### config.mk
export PLATFORM = sky130hd
export DESIGN_NAME = hazard_scoreboard
export DESIGN_NICKNAME = d
export VERILOG_FILES = /design/src/rtl/hazard_scoreboard.sv
export SDC_FILE = /design/constraint.sdc
export NUM_CORES = 1
export LEC_CHECK = 0
export ABC_AREA = 1
export BUFFER_PORTS_ARGS = -buffer_cell sky130_fd_sc_hd__buf_2
export CORE_MARGIN = 3
export CORE_UTILIZATION = 47
export CTS_CLUSTER_DIAMETER = 120
export CTS_CLUSTER_SIZE = 10
export DETAILED_ROUTE_END_ITERATION = 8
export GPL_ROUTABILITY_DRIVEN = 1
export HOLD_SLACK_MARGIN = 0.12
export PLACE_DENSITY = 0.72
export SLEW_MARGIN = 20
export SYNTH_ARGS = -nofsm -noshare
export SYNTH_HDL_FRONTEND = slang
export SYNTH_SLANG_ARGS = --single-unit
### constraint.sdc
create_clock -name clk -period 4 [get_ports clk]
set_clock_uncertainty 0.15 [all_clocks]
set_input_delay 0.8 -clock clk [delete_from_list [all_inputs] [get_ports clk]]
set_output_delay 0.8 -clock clk [all_outputs]
set_load 0.02 [all_outputs]
### src/rtl/hazard_scoreboard.sv
// hazard_scoreboard
// ID-stage hazard unit. It combines the EX-stage load-use check with a
// registered scoreboard of destinations owned by in-flight long-latency ops
// (variable-latency loads, mul/div). It produces the IF/ID stall and a reason
// code, and it limits how many long ops can be outstanding at once.
//
// Parameter constraints: 2**REG_AW >= NUM_REGS,
// 1 <= MAX_OUTSTANDING <= NUM_REGS-1, and CNT_W wide enough to hold
// MAX_OUTSTANDING.
//
// Optional build macro HAZARD_SCOREBOARD_PERF_EN adds two saturating 32-bit
// performance counters: cycles stalled, and cycles stalled because the
// outstanding limit is reached.
module hazard_scoreboard #(
    parameter int NUM_REGS        = 32,
    parameter int REG_AW          = 5,
    parameter int MAX_OUTSTANDING = 4,
    parameter int CNT_W           = 3
) (
    input  logic                clk,
    input  logic                rst,
    input  logic                id_valid,
    input  logic [REG_AW-1:0]   rs1_id,
    input  logic [REG_AW-1:0]   rs2_id,
    input  logic                rs1_used_id,
    input  logic                rs2_used_id,
    input  logic [REG_AW-1:0]   rd_id,
    input  logic                long_op_id,
    input  logic                hold_id,
    input  logic [REG_AW-1:0]   rd_ex,
    input  logic                mem_read_ex,
    input  logic                lc_valid,
    input  logic [REG_AW-1:0]   lc_rd,
    output logic                stall,
    output logic [1:0]          stall_reason,
    output logic [NUM_REGS-1:0] busy_vec,
    output logic [CNT_W-1:0]    outstanding
`ifdef HAZARD_SCOREBOARD_PERF_EN
    ,
    output logic [31:0]         perf_stall_cycles,
    output logic [31:0]         perf_full_cycles
`endif
);

    typedef enum logic [1:0] {
        REASON_NONE     = 2'd0,
        REASON_LOAD_USE = 2'd1,
        REASON_PENDING  = 2'd2,
        REASON_FULL     = 2'd3
    } reason_e;

    // Scoreboard state. Register 0 never gets a busy bit, so long ops that
    // target x0 are tracked by their own small counter; this lets lc_rd==0
    // retire them without ever making x0 look busy to the hazard checks.
    logic [NUM_REGS-1:0] busy_q, busy_d;
    logic [CNT_W-1:0]    outstanding_q, outstanding_d;
    logic [CNT_W-1:0]    zero_pending_q, zero_pending_d;

    logic    load_use;
    logic    raw;
    logic    waw;
    logic    full;
    logic    stall_int;
    reason_e reason;
    logic    issue;
    logic    retire;
    logic    lc_busy;

    // Returns the registered busy bit for register r. Register 0 and any
    // address beyond NUM_REGS read as not busy. The loop avoids indexing
    // with an address that could be wider than the bitmap.
    function automatic logic busy_bit(input logic [REG_AW-1:0]   r,
                                      input logic [NUM_REGS-1:0] busy);
        logic hit;
        hit = 1'b0;
        for (int i = 1; i < NUM_REGS; i++) begin
            if (r == REG_AW'(i)) begin
                hit = busy[i];
            end
        end
        return hit;
    endfunction

    // Effective pending status. A register that completes this cycle is
    // already free, because the regfile writes it through to the reader.
    function automatic logic pend_eff(input logic [REG_AW-1:0]   r,
                                      input logic [NUM_REGS-1:0] busy,
                                      input logic                lcv,
                                      input logic [REG_AW-1:0]   lcr);
        return busy_bit(r, busy) & ~(lcv & (lcr == r));
    endfunction

    // Hazard detection and stall/reason selection. This path is purely
    // combinational so the bubble is inserted in the same cycle. Load-use
    // takes priority over pending RAW/WAW, which takes priority over full.
    always_comb begin
        load_use = mem_read_ex & (rd_ex != '0) &
                   ((rs1_used_id & (rs1_id == rd_ex)) |
                    (rs2_used_id & (rs2_id == rd_ex)));
        raw      = (rs1_used_id & pend_eff(rs1_id, busy_q, lc_valid, lc_rd)) |
                   (rs2_used_id & pend_eff(rs2_id, busy_q, lc_valid, lc_rd));
        waw      = pend_eff(rd_id, busy_q, lc_valid, lc_rd);
        full     = long_op_id & (outstanding_q == CNT_W'(MAX_OUTSTANDING));

        stall_int = id_valid & (load_use | raw | waw | full);

        reason = REASON_NONE;
        if (stall_int) begin
            if (load_use) begin
                reason = REASON_LOAD_USE;
            end else if (raw | waw) begin
                reason = REASON_PENDING;
            end else begin
                reason = REASON_FULL;
            end
        end
    end

    // Issue and retire events. A completion only retires something when it
    // names a register that is actually pending (or a pending x0 op), so
    // spurious or post-reset completions cannot underflow the counters.
    always_comb begin
        issue   = id_valid & long_op_id & ~stall_int & ~hold_id;
        lc_busy = busy_bit(lc_rd, busy_q);
        if (lc_rd == '0) begin
            retire = lc_valid & (zero_pending_q != '0);
        end else begin
            retire = lc_valid & lc_busy;
        end
    end

    // Next-state for the busy bitmap. The clear from a completion is applied
    // first and the set from an issue second, so a new owner of the same
    // register supersedes the completing one.
    always_comb begin
        busy_d = busy_q;
        for (int i = 1; i < NUM_REGS; i++) begin
            if (lc_valid && (lc_rd == REG_AW'(i))) begin
                busy_d[i] = 1'b0;
            end
            if (issue && (rd_id == REG_AW'(i))) begin
                busy_d[i] = 1'b1;
            end
        end
        busy_d[0] = 1'b0;
    end

    // Next-state for the outstanding counter and the x0 tracker. An issue
    // and a retire in the same cycle cancel out. The full stall keeps the
    // count from ever exceeding MAX_OUTSTANDING.
    always_comb begin
        outstanding_d  = outstanding_q;
        zero_pending_d = zero_pending_q;
        case ({issue, retire})
            2'b10:   outstanding_d = outstanding_q + CNT_W'(1);
            2'b01:   outstanding_d = outstanding_q - CNT_W'(1);
            default: outstanding_d = outstanding_q;
        endcase
        case ({issue & (rd_id == '0), retire & (lc_rd == '0)})
            2'b10:   zero_pending_d = zero_pending_q + CNT_W'(1);
            2'b01:   zero_pending_d = zero_pending_q - CNT_W'(1);
            default: zero_pending_d = zero_pending_q;
        endcase
    end

    // Scoreboard registers. Reset drops all pending ownership.
    always_ff @(posedge clk) begin
        if (rst) begin
            busy_q         <= '0;
            outstanding_q  <= '0;
            zero_pending_q <= '0;
        end else begin
            busy_q         <= busy_d;
            outstanding_q  <= outstanding_d;
            zero_pending_q <= zero_pending_d;
        end
    end

    assign stall        = stall_int;
    assign stall_reason = reason;
    assign busy_vec     = busy_q;
    assign outstanding  = outstanding_q;

`ifdef HAZARD_SCOREBOARD_PERF_EN
    logic [31:0] perf_stall_q, perf_stall_d;
    logic [31:0] perf_full_q, perf_full_d;

    // Saturating counters for stalled cycles and cycles stalled only by the
    // outstanding limit.
    always_comb begin
        perf_stall_d = perf_stall_q;
        perf_full_d  = perf_full_q;
        if (stall_int && (perf_stall_q != 32'hFFFF_FFFF)) begin
            perf_stall_d = perf_stall_q + 32'd1;
        end
        if ((reason == REASON_FULL) && (perf_full_q != 32'hFFFF_FFFF)) begin
            perf_full_d = perf_full_q + 32'd1;
        end
    end

    // Performance counter registers.
    always_ff @(posedge clk) begin
        if (rst) begin
            perf_stall_q <= '0;
            perf_full_q  <= '0;
        end else begin
            perf_stall_q <= perf_stall_d;
            perf_full_q  <= perf_full_d;
        end
    end

    assign perf_stall_cycles = perf_stall_q;
    assign perf_full_cycles  = perf_full_q;
`endif

endmodule

[Word level (Yosys, flattened, before mapping)]
Index checks and enable logic that the tools add are counted.
Operators by class
  add/sub/neg operators: 4
  equal/unequal tests: 134
  multiplexer cells: 192
  bitwise gates (word level): 32
  reductions and logical operators: 99
Operators with widths (number)
  $eq A5 B5 Y1 const B: 64
  $mux W1: 188
  $eq A5 B4 Y1 const B: 32
  $eq A5 B3 Y1 const B: 16
  $reduce_bool A2 Y1: 33
  $logic_and A1 B1 Y1: 62
  $eq A5 B2 Y1 const B: 8
  $eq A5 B5 Y1: 5
  $and A1 B1 Y1: 21
  $eq A5 B1 Y1 const B: 4
  $pmux W3 S2: 2
  $logic_not A5 Y1: 2
  $add A3 B1 Y3 const B: 2
  $or A1 B1 Y1: 6
  $sub A3 B1 Y3 const B: 2
  $not A1 Y1: 5
  $reduce_bool A5 Y1: 1
  $eq A2 B1 Y1 const B: 2
  $eq A2 B2 Y1 const B: 2
  $mux W2: 2
  $eq A3 B3 Y1 const B: 1
  $reduce_bool A3 Y1: 1
Storage, ports and cells
  register bits after elaboration: 38
  input port bits: 34
  output and inout port bits: 38
  logic and storage cells: 495

[Logic depth before layout (Yosys ltp)]
Gate-level depths: netlist of the first run.
  depth in word-level cells: 45
  gate-level depth with buffers: 36
  mapped depth without buffers: 35

[Worst setup path after synthesis of the first run]
No wires, ideal clock.
  path kind: input to register
  start: input port lc_rd[2]
  end: register zero_pending_q[2]
  setup time: 0.058 ns
  arrival: 3.747 ns
  required time: 3.792 ns
  setup slack: 0.045 ns
  stages: 35
  path buffers: 1
  cells stage by stage: buf_2 nor2_1 nand2_1 nor2_1 inv_1 o211ai_1 o22ai_1 nand3b_1 nand2_1 nand3_1 nand2_1 nand2_1 nand2_1 nand3b_1 nand2_1 nand2_1 nand2_1 nand3_1 nand2_1 nand4_1 nand2_1 nand2_1 nand2_1 nand3_1 nand2_1 nand2_1 nand2_1 nor2_1 ha_1 inv_1 fa_1 a21oi_1 o21ai_0 a21oi_1 o21a_1
On the way
  longest elaborated chain between the ends: 37
  elaborated cells on any way between the ends: 93
  classes of those cells: 36 x eq/ne; 33 x mux; 22 x bitwise; 2 x reduce/logical
Ends and longest elaborated chain
  start, declared: line 33  | input logic [REG_AW-1:0] lc_rd,
  $eq A5 B1 Y1: line 77  | if (r == REG_AW'(i)) begin
  $mux W1 (31 in series): line 77
  $and A1 B1 Y1: line 128  | retire = lc_valid & lc_busy;
  $mux W1: line 125  | if (lc_rd == '0) begin
  $and A1 B1 Y1: line 159  | case ({issue & (rd_id == '0), retire & (lc_rd == '0)})
  $eq A2 B1 Y1 / $eq A2 B2 Y1 (equally long branches): line 159
  $pmux W3 S2 / $reduce_bool A2 Y1 (equally long branches)
  end signal, assigned: line 175  | zero_pending_q <= zero_pending_d;
  end, declared: line 57  | logic [CNT_W-1:0] zero_pending_q, zero_pending_d;
Several ways; a longest one is shown, not always the timed one.
A chain may end at the register's enable or synchronous reset.

[Worst setup path after layout of the first run]
  start: input port rs2_id[1]
  end: output port stall_reason[1]
On the way
  longest elaborated chain between the ends: 40
  elaborated cells on any way between the ends: 78
  classes of those cells: 33 x eq/ne; 33 x mux; 12 x bitwise
Ends and longest elaborated chain
  start, declared: line 24  | input logic [REG_AW-1:0] rs2_id,
  $eq A5 B1 Y1: line 77
  $mux W1 (31 in series): line 77
  $and A1 B1 Y1: line 90  | return busy_bit(r, busy) & ~(lcv & (lcr == r));
  $and A1 B1 Y1: line 101  | (rs2_used_id & pend_eff(rs2_id, busy_q, lc_valid, lc_rd));
  $or A1 B1 Y1: line 100  | raw = (rs1_used_id & pend_eff(rs1_id, busy_q, lc_valid, lc_rd)) |
  $or A1 B1 Y1 (3 in series): line 105  | stall_int = id_valid & (load_use | raw | waw | full);
  $and A1 B1 Y1: line 105
  $mux W2 *: line 108  | if (stall_int) begin
  end, declared: line 35  | output logic [1:0] stall_reason,
Mark *: on every way between the ends. The rest lies on a longest branch, timed or not.

==> results.txt, run 1 <==
----------------------------------------------------
[Logic synthesis]
  Top-count cell post-synth ... sky130_fd_sc_hd__nand2_1
  Number of enable-type register cells in the synthesized netlist ... 0
  Cell type with the largest total area after synthesis ... sky130_fd_sc_hd__dfxtp_1
  Post-synthesis average cell area ... 5.65 um2
  Share of synthesized flip-flops with an asynchronous set or reset ... 0%
  Share of Yosys cell area claimed by the top area cell type ... 18.7%
  Mapped Nets ... 739
  Yosys Warn Count ... 0
  Main area contributors after synthesis ... sky130_fd_sc_hd__dfxtp_1, sky130_fd_sc_hd__nand2_1, sky130_fd_sc_hd__nand4_1, sky130_fd_sc_hd__inv_1, sky130_fd_sc_hd__nor2_1
  Library cells used by synthesis ... 41
  Post-synth design cell area ... 3960 um2
  Post-synthesis register bit count ... 37
  Most common flop cell mapped by yosys ... sky130_fd_sc_hd__dfxtp_1
  Most used standard cells in the synthesized netlist ... sky130_fd_sc_hd__nand2_1, sky130_fd_sc_hd__inv_1, sky130_fd_sc_hd__nor2_1
  Seq/Total Area, Yosys ... 18.7%
  Post-synthesis cell count ... 701

[Drt]
  DRC violation count after routing ... 0
  Drt first pass iters ... 6
  Final Routed Wirelength ... 17.9 mm
  DR vias/cell ... 6.09
  Detailed router's first-iteration violation count ... 637
  Antenna-violating nets left ... 0
  DR vias ... 5971
  Average wire length per cell after detail routing ... 18.3 um

[Finish]
  NumNets Final ... 915
  Reg area ... 741 um2
  Fraction of layout instances using a drive strength above 1 ... 33.6%
  Signed area change from the synthesized netlist to the final layout ... 43.3%
  Filler cells ... 704
  Total area of multi-input combinational cells ... 2880 um2
  Post-route design area ... 5670 um2
  Diodes inserted ... 0

[Setup path]
  Arrival time of the worst setup path ... 3.11 ns
  Most frequent CP cell ... sky130_fd_sc_hd__nand2_1
  CP startpoint kind ... input pin
  Maximum fanout along the worst path ... 5
  Worst Setup End Kind ... output pin
  Critical path launch point ... rs2_id[1]
  Highest cell delay on the worst timing path ... 0.15 ns
  Critical path capture point ... stall_reason[1]
  Capture instance of the worst register-to-register path ... zero_pending_q[1]
  WP data required ... 3.05 ns
  Critical Path Slowest Stage Cell ... sky130_fd_sc_hd__buf_4
  Register-to-register path setup slack ... 0.41 ns
  Worst R2R Path Depth ... 29
  RR Startpoint ... busy_vec[2]
  Type of the setup path with the least slack ... in -> out

[Place]
  I/O Buffers ... 70
  Worst slack after detailed placement ... -0.350 ns
  Final HPWL DP ... 13.8 mm
  Instance area at placement ... 5190 um2
  Final weighted congestion of routability-driven global placement ... 1.02

[Clock network]
  CTS Hold Buffers Added ... 0
  Clk Latency, worst-skew pair ... 0.30 ns
  Cts bufs inserted ... 5
  Clock transition at the register clock pins on the worst setup and hold paths after CTS ... 0.08 ns
  Maximum level of the CTS H-tree ... 2
  Clock tree from TritonCTS ... built
  Clock Tree Buf Depth ... 2
  Clock sink count ... 37
  Clock Root Buffer ... sky130_fd_sc_hd__clkbuf_8

[Floorplanning]
  Die width ... 97.8 um
  Area of the die ... 9560 um2
  Row count ... 32
  Initial standard-cell utilization of the core ... 49.7%
  Chip Height ... 97.8 um
  I/O pins ... 72
  Core Footprint ... 7970 um2

[Power and ir drop]
  Power density cells ... 187 nW/um2
  Part of the total power dissipated in sequential elements ... 35.5%
  Maximum VDD drop ... 232 uV
  Leakage power summed over all cells ... 0.00249 uW
  Pint ... 658 uW
  Portion of total power attributed to combinational logic ... 39.1%
  Fraction of power consumed by the clock network ... 25.4%
  P_sw ... 404 uW
  Switching fraction of total power ... 38.1%

[STA]
  RSZ-0062 raised after global routing ... true
  Final Hold Vio Count ... 0
  Max Freq ... 246 MHz
  Max-slew violation count ... 0
  Final Cycle Share ... 102%
  Number of failing setup endpoints in the final timing report ... 3
  Tmin final ... 4.06 ns
  Remaining max-slew budget at the tightest pin ... 50.3%
  Final worst slack ... -0.0642 ns
  Transition time at the pin with the least slew margin ... 0.745 ns

[Outcome]
  Failing checks ... setup timing
  Outcome ... complete, but fails checks

[Hold path]
  Worst hold path class ... reg -> reg

[Global routing]
  Global-route usage over all layers ... 35.1%
  Overall overflow remaining after global route ... 0
  Pin count of the biggest net entering global routing ... 38
  Initial antenna violation count ... 0
  Vias in the first global route ... 5576
  First-pass GRT wire length ... 27.6 mm

[Run]
  Number of maximum-capacitance violations ... 0

----------------------------------------------------
cells by family (layout without fill, tap and decap cells):
group,count (synthesis),count (layout),synth area share (%)
and+or+nand+nor,387,387,44.8
AOI/OAI and AO/OA,131,131,19.5
adders and majority gates,4,4,1.64
other,1,1,0.0947
buffers and inverters,137,314,14.3
DFF,37,37,18.7
xor gates and xnor gates,4,4,0.885
power by group through the flow:
| stage | Sequential, uW | Combinational (uW) | Clock, uW |
|---|---|---|---|
| 5_1_grt | 377 | 444 | 284 |
| 3_5_place_dp | 386 | 354 | 0 |
| 6_report | 377 | 416 | 270 |
| 2_1_floorplan | 389 | 192 | 0 |
| 3_3_place_gp | 385 | 347 | 0 |
| 4_1_cts | 377 | 375 | 269 |
worst max-delay path: cells and delay by family:
| family | cells | cell delay [ns] |
|---|---|---|
| buf+inv | 4 | 0.37 |
| simple gates | 26 | 1.93 |
how the worst min path moves through the flow:
stage | start | end | slack [ns] | depth (start not counted)
after floorplan | zero_pending_q[0] | zero_pending_q[0] | 0.31 | 2
after global placement | outstanding[0] | outstanding[0] | 0.31 | 2
after detailed placement | outstanding[0] | outstanding[0] | 0.33 | 2
after CTS | outstanding[0] | outstanding[0] | 0.34 | 2
after global routing | outstanding[0] | outstanding[0] | 0.39 | 2
final | busy_vec[17] | busy_vec[17] | 0.35 | 2
registers in the layout, indices dropped and copies added (netlist names):
name            cells
busy_vec           31
zero_pending_q      3
outstanding         3
cells in the final DEF, fill, tap and decap left out, types with 13 or more instances in the layout:
master / count
sky130_fd_sc_hd__nand3_1: 46
sky130_fd_sc_hd__inv_1: 85
sky130_fd_sc_hd__a21oi_1: 51
sky130_fd_sc_hd__buf_2: 55
sky130_fd_sc_hd__buf_4: 143
sky130_fd_sc_hd__nor2_1: 54
sky130_fd_sc_hd__nor2_2: 22
sky130_fd_sc_hd__o21ai_0: 32
sky130_fd_sc_hd__nand4_1: 69
sky130_fd_sc_hd__inv_2: 13
sky130_fd_sc_hd__dfxtp_1: 37
sky130_fd_sc_hd__nand2_1: 144
layout make-up:
cell class	count	share of cell area, %
Multi-Input combinational cell	527	50.7
Tap cell	102	2.25
Timing Repair Buffer	205	25.4
Clock inverter	3	0.309
Sequential cell	37	13.1
Inverter	101	7.08
Clock buffer	5	1.21
per-stage QoR:
stage | utilization [%] | hold slack [ns] | total power [uW] | TNS [ns] | instances
finish | 71.2 | 0.354 | 1060 | -0.118 | 980
global route | 71.2 | 0.387 | 1110 | -1.52 | 980
CTS | 68.3 | 0.343 | 1020 | 0 | 974
detailed placement | 65.2 | 0.332 | 739 | -1.82 | 961
global placement | 65.2 | 0.308 | 732 | -1.16 | 961
floorplan | - | 0.307 | 581 | 0 | 701
repair_timing:
item	4_1_cts	5_1_grt
endpoints found under the setup margin	5	9
pin swaps	4	23
buffers inserted	5	7
gates cloned	0	0
gates resized for setup	41	73
layer usage:
layer | share of wire [%] | GRT usage (%) | up-vias
li1 | - | - | 2751
met4 | 4.8 | 15.3 | 0
met2 | 46 | 59.7 | 421
met1 | 39 | 43.8 | 2720
met5 | 0 | 0 | -
met3 | 10 | 5.71 | 79
Note: power is estimated with default switching activity, not from simulation.
==> inputs of run 2 (changes only) <==
--- a/config.mk
+++ b/config.mk
@@ -14,7 +14,8 @@
 export DETAILED_ROUTE_END_ITERATION = 8
 export GPL_ROUTABILITY_DRIVEN = 1
 export HOLD_SLACK_MARGIN = 0.12
-export PLACE_DENSITY = 0.72
+export PLACE_DENSITY = 0.7
+export SKIP_CTS_REPAIR_TIMING = 1
 export SLEW_MARGIN = 20
 export SYNTH_ARGS = -nofsm -noshare
 export SYNTH_HDL_FRONTEND = slang
==> run 2 against run 1 <==
- the run still ends with setup timing left
- total power hardly changed
- first-iteration DRC count grew 12%
- final cell count up 1.1%
- critical path depth is 6 lower
- cell area rose by 0.57%
- sequential share of layout area fell by 0.074 points
- die area stayed put
- global-route usage rose by 0.26 points
- via count is 1.7% higher
==> results.txt, run 2 (synthesis results as in run 1) <==
----------------------------------------------------
[Setup path]
  CP startpoint kind ... input pin
  Worst path depth ... 24
  WP data required ... 3.05 ns
  Maximum fanout along the worst path ... 4
  Worst R2R Path Depth ... 30
  Critical Path Slowest Stage Cell ... sky130_fd_sc_hd__nor2_1
  Most frequent CP cell ... sky130_fd_sc_hd__nand2_1
  Arrival time of the worst setup path ... 3.29 ns
  Type of the setup path with the least slack ... in -> out
  Worst Setup End Kind ... output pin
  Cell class contributing the biggest share of worst-path delay ... simple AND/OR/NAND/NOR gates
  Buffers & Inverters on Critical Path ... 3
  Highest cell delay on the worst timing path ... 0.24 ns
  Ordered cell list for the critical path ... buf_2 -> nor2_1 -> nand2_1 -> o22ai_1 -> inv_1 -> nand2_1 -> nand2_1 -> nand2_1 -> nand4_1 -> nand2_1 -> nand4_1 -> nand2_1 -> nand4_1 -> nand2_1 -> nand4_1 -> nand2_1 -> nand4_1 -> nand2_1 -> a21oi_2 -> nor2_4 -> nand2_2 -> nand2_2 -> nor2_1 -> buf_4

[STA]
  Max-slew violation count ... 0
  Tmin final ... 4.24 ns
  Remaining max-slew budget at the tightest pin ... 51.7%
  Final Cycle Share ... 106%
  Max Freq ... 236 MHz
  Number of failing setup endpoints in the final timing report ... 6
  Final worst slack ... -0.239 ns
  Final Hold Vio Count ... 0
  Transition time at the pin with the least slew margin ... 0.725 ns
  RSZ-0062 raised after global routing ... true

[Drt]
  Detailed router's first-iteration violation count ... 713
  DR vias/cell ... 6.13
  Average wire length per cell after detail routing ... 18.6 um
  Final Routed Wirelength ... 18.5 mm
  DRC violation count after routing ... 0
  DR vias ... 6074
  Drt first pass iters ... 7
  Antenna-violating nets left ... 0

[Run]
  Number of maximum-capacitance violations ... 0

[Floorplanning]
  Row count ... 32
  Die width ... 97.8 um
  Area of the die ... 9560 um2
  Core Footprint ... 7970 um2
  Chip Height ... 97.8 um
  Initial standard-cell utilization of the core ... 49.7%
  I/O pins ... 72

[Finish]
  NumNets Final ... 926
  Diodes inserted ... 0
  Post-route design area ... 5700 um2
  Flip-flop count of the largest register after layout ... 31
  Fraction of layout instances using a drive strength above 1 ... 32.4%
  Signed area change from the synthesized netlist to the final layout ... 44.1%
  Most common cell after layout, fill and taps aside ... sky130_fd_sc_hd__buf_4
  Commonest cells after routing, fill and taps aside ... sky130_fd_sc_hd__buf_4, sky130_fd_sc_hd__nand2_1, sky130_fd_sc_hd__inv_1
  Final standard cell count with taps included and fillers excluded ... 991

[Clock network]
  Clk Latency, worst-skew pair ... 0.29 ns
  Clock transition at the register clock pins on the worst setup and hold paths after CTS ... 0.08 ns
  Maximum level of the CTS H-tree ... 2
  Clock sink count ... 37
  Clock tree from TritonCTS ... built
  Clock Root Buffer ... sky130_fd_sc_hd__clkbuf_8
  Clock Tree Buf Depth ... 2
  Cts bufs inserted ... 5

[Global routing]
  Pin count of the biggest net entering global routing ... 38
  Global-route usage over all layers ... 35.4%
  First-pass GRT wire length ... 27.6 mm
  Overall overflow remaining after global route ... 0
  Initial antenna violation count ... 0
  Vias in the first global route ... 5421

[Power and ir drop]
  Maximum VDD drop ... 226 uV
  Power density cells ... 186 nW/um2
  Leakage power summed over all cells ... 0.00256 uW
  Post-layout power ... 1060 uW

[Place]
  Final HPWL DP ... 13.7 mm
  Final weighted congestion of routability-driven global placement ... 1.06
  I/O Buffers ... 70
  Cell count after placement ... 968
  Instance area at placement ... 5260 um2

[Outcome]
  Outcome ... complete, but fails checks
  Failing checks ... setup timing

[Hold path]
  Worst hold path class ... reg -> reg
  Hold Crit Depth ... 2

----------------------------------------------------
[run 2: cell count changes in the layout (fill, tap and decap cells not counted), moves of 3 or more]
cell,previous run,this run
sky130_fd_sc_hd__nand2_1,144,147
sky130_fd_sc_hd__inv_2,13,9
sky130_fd_sc_hd__inv_1,85,88
sky130_fd_sc_hd__nor2_4,10,7
sky130_fd_sc_hd__nor2_2,22,12
sky130_fd_sc_hd__nor2_1,54,67
sky130_fd_sc_hd__buf_4,143,149
[run 2: stage by stage]
stage                     utilization (%)  worst slack, ns  setup TNS (ns)  hold WS (ns)
after floorplan                         -           0.0454               0         0.307
after global placement               66.0           -0.326           -1.37         0.305
after detailed placement             66.0           -0.457           -1.96         0.318
after CTS                            67.1           -0.172          -0.726         0.328
after global routing                 71.6           -0.540           -2.99         0.363
final                                71.6           -0.239          -0.902         0.342
[run 2: final timing paths]
path / startpoint / endpoint / slack [ns]
worst min-delay path: zero_pending_q[0] / zero_pending_q[0] / 0.34
worst max-delay path: rd_id[1] / stall_reason[0] / -0.24
worst min register to register: zero_pending_q[0] / zero_pending_q[0] / 0.34
worst max register to register: busy_vec[5] / zero_pending_q[1] / 0.16
[run 2: where the power goes]
part           switching (uW)  total [uW]  internal (uW)
clock                     140         261            121
combinational             249         425            176
sequential               4.80         377            372
[run 2: cell type report]
class	instances	area, um2
multi-input combinational	527	2810
fill	681	2260
timing repair buffer	216	1550
sequential	37	741
inverter	101	395
tap	102	128
clock buffer	6	72.6
clock inverter	2	10.0
[run 2: layer usage]
metal  track usage (%)  vias to the layer above  part of all wire, %  routed length, um
met5                 0                        -                    0                  0
met4              14.8                        0                  4.5                831
met3              4.57                       86                   11               2020
met2              57.8                      419                   46               8520
met1              47.0                     2801                   38               7080
li1                  -                     2768                    -                  -
[run 2: worst min-delay path: stages (launching register included)]
cell and delay (ns):
sky130_fd_sc_hd__dfxtp_1 0.33, sky130_fd_sc_hd__nand2_1 0.07, sky130_fd_sc_hd__a21oi_1 0.05
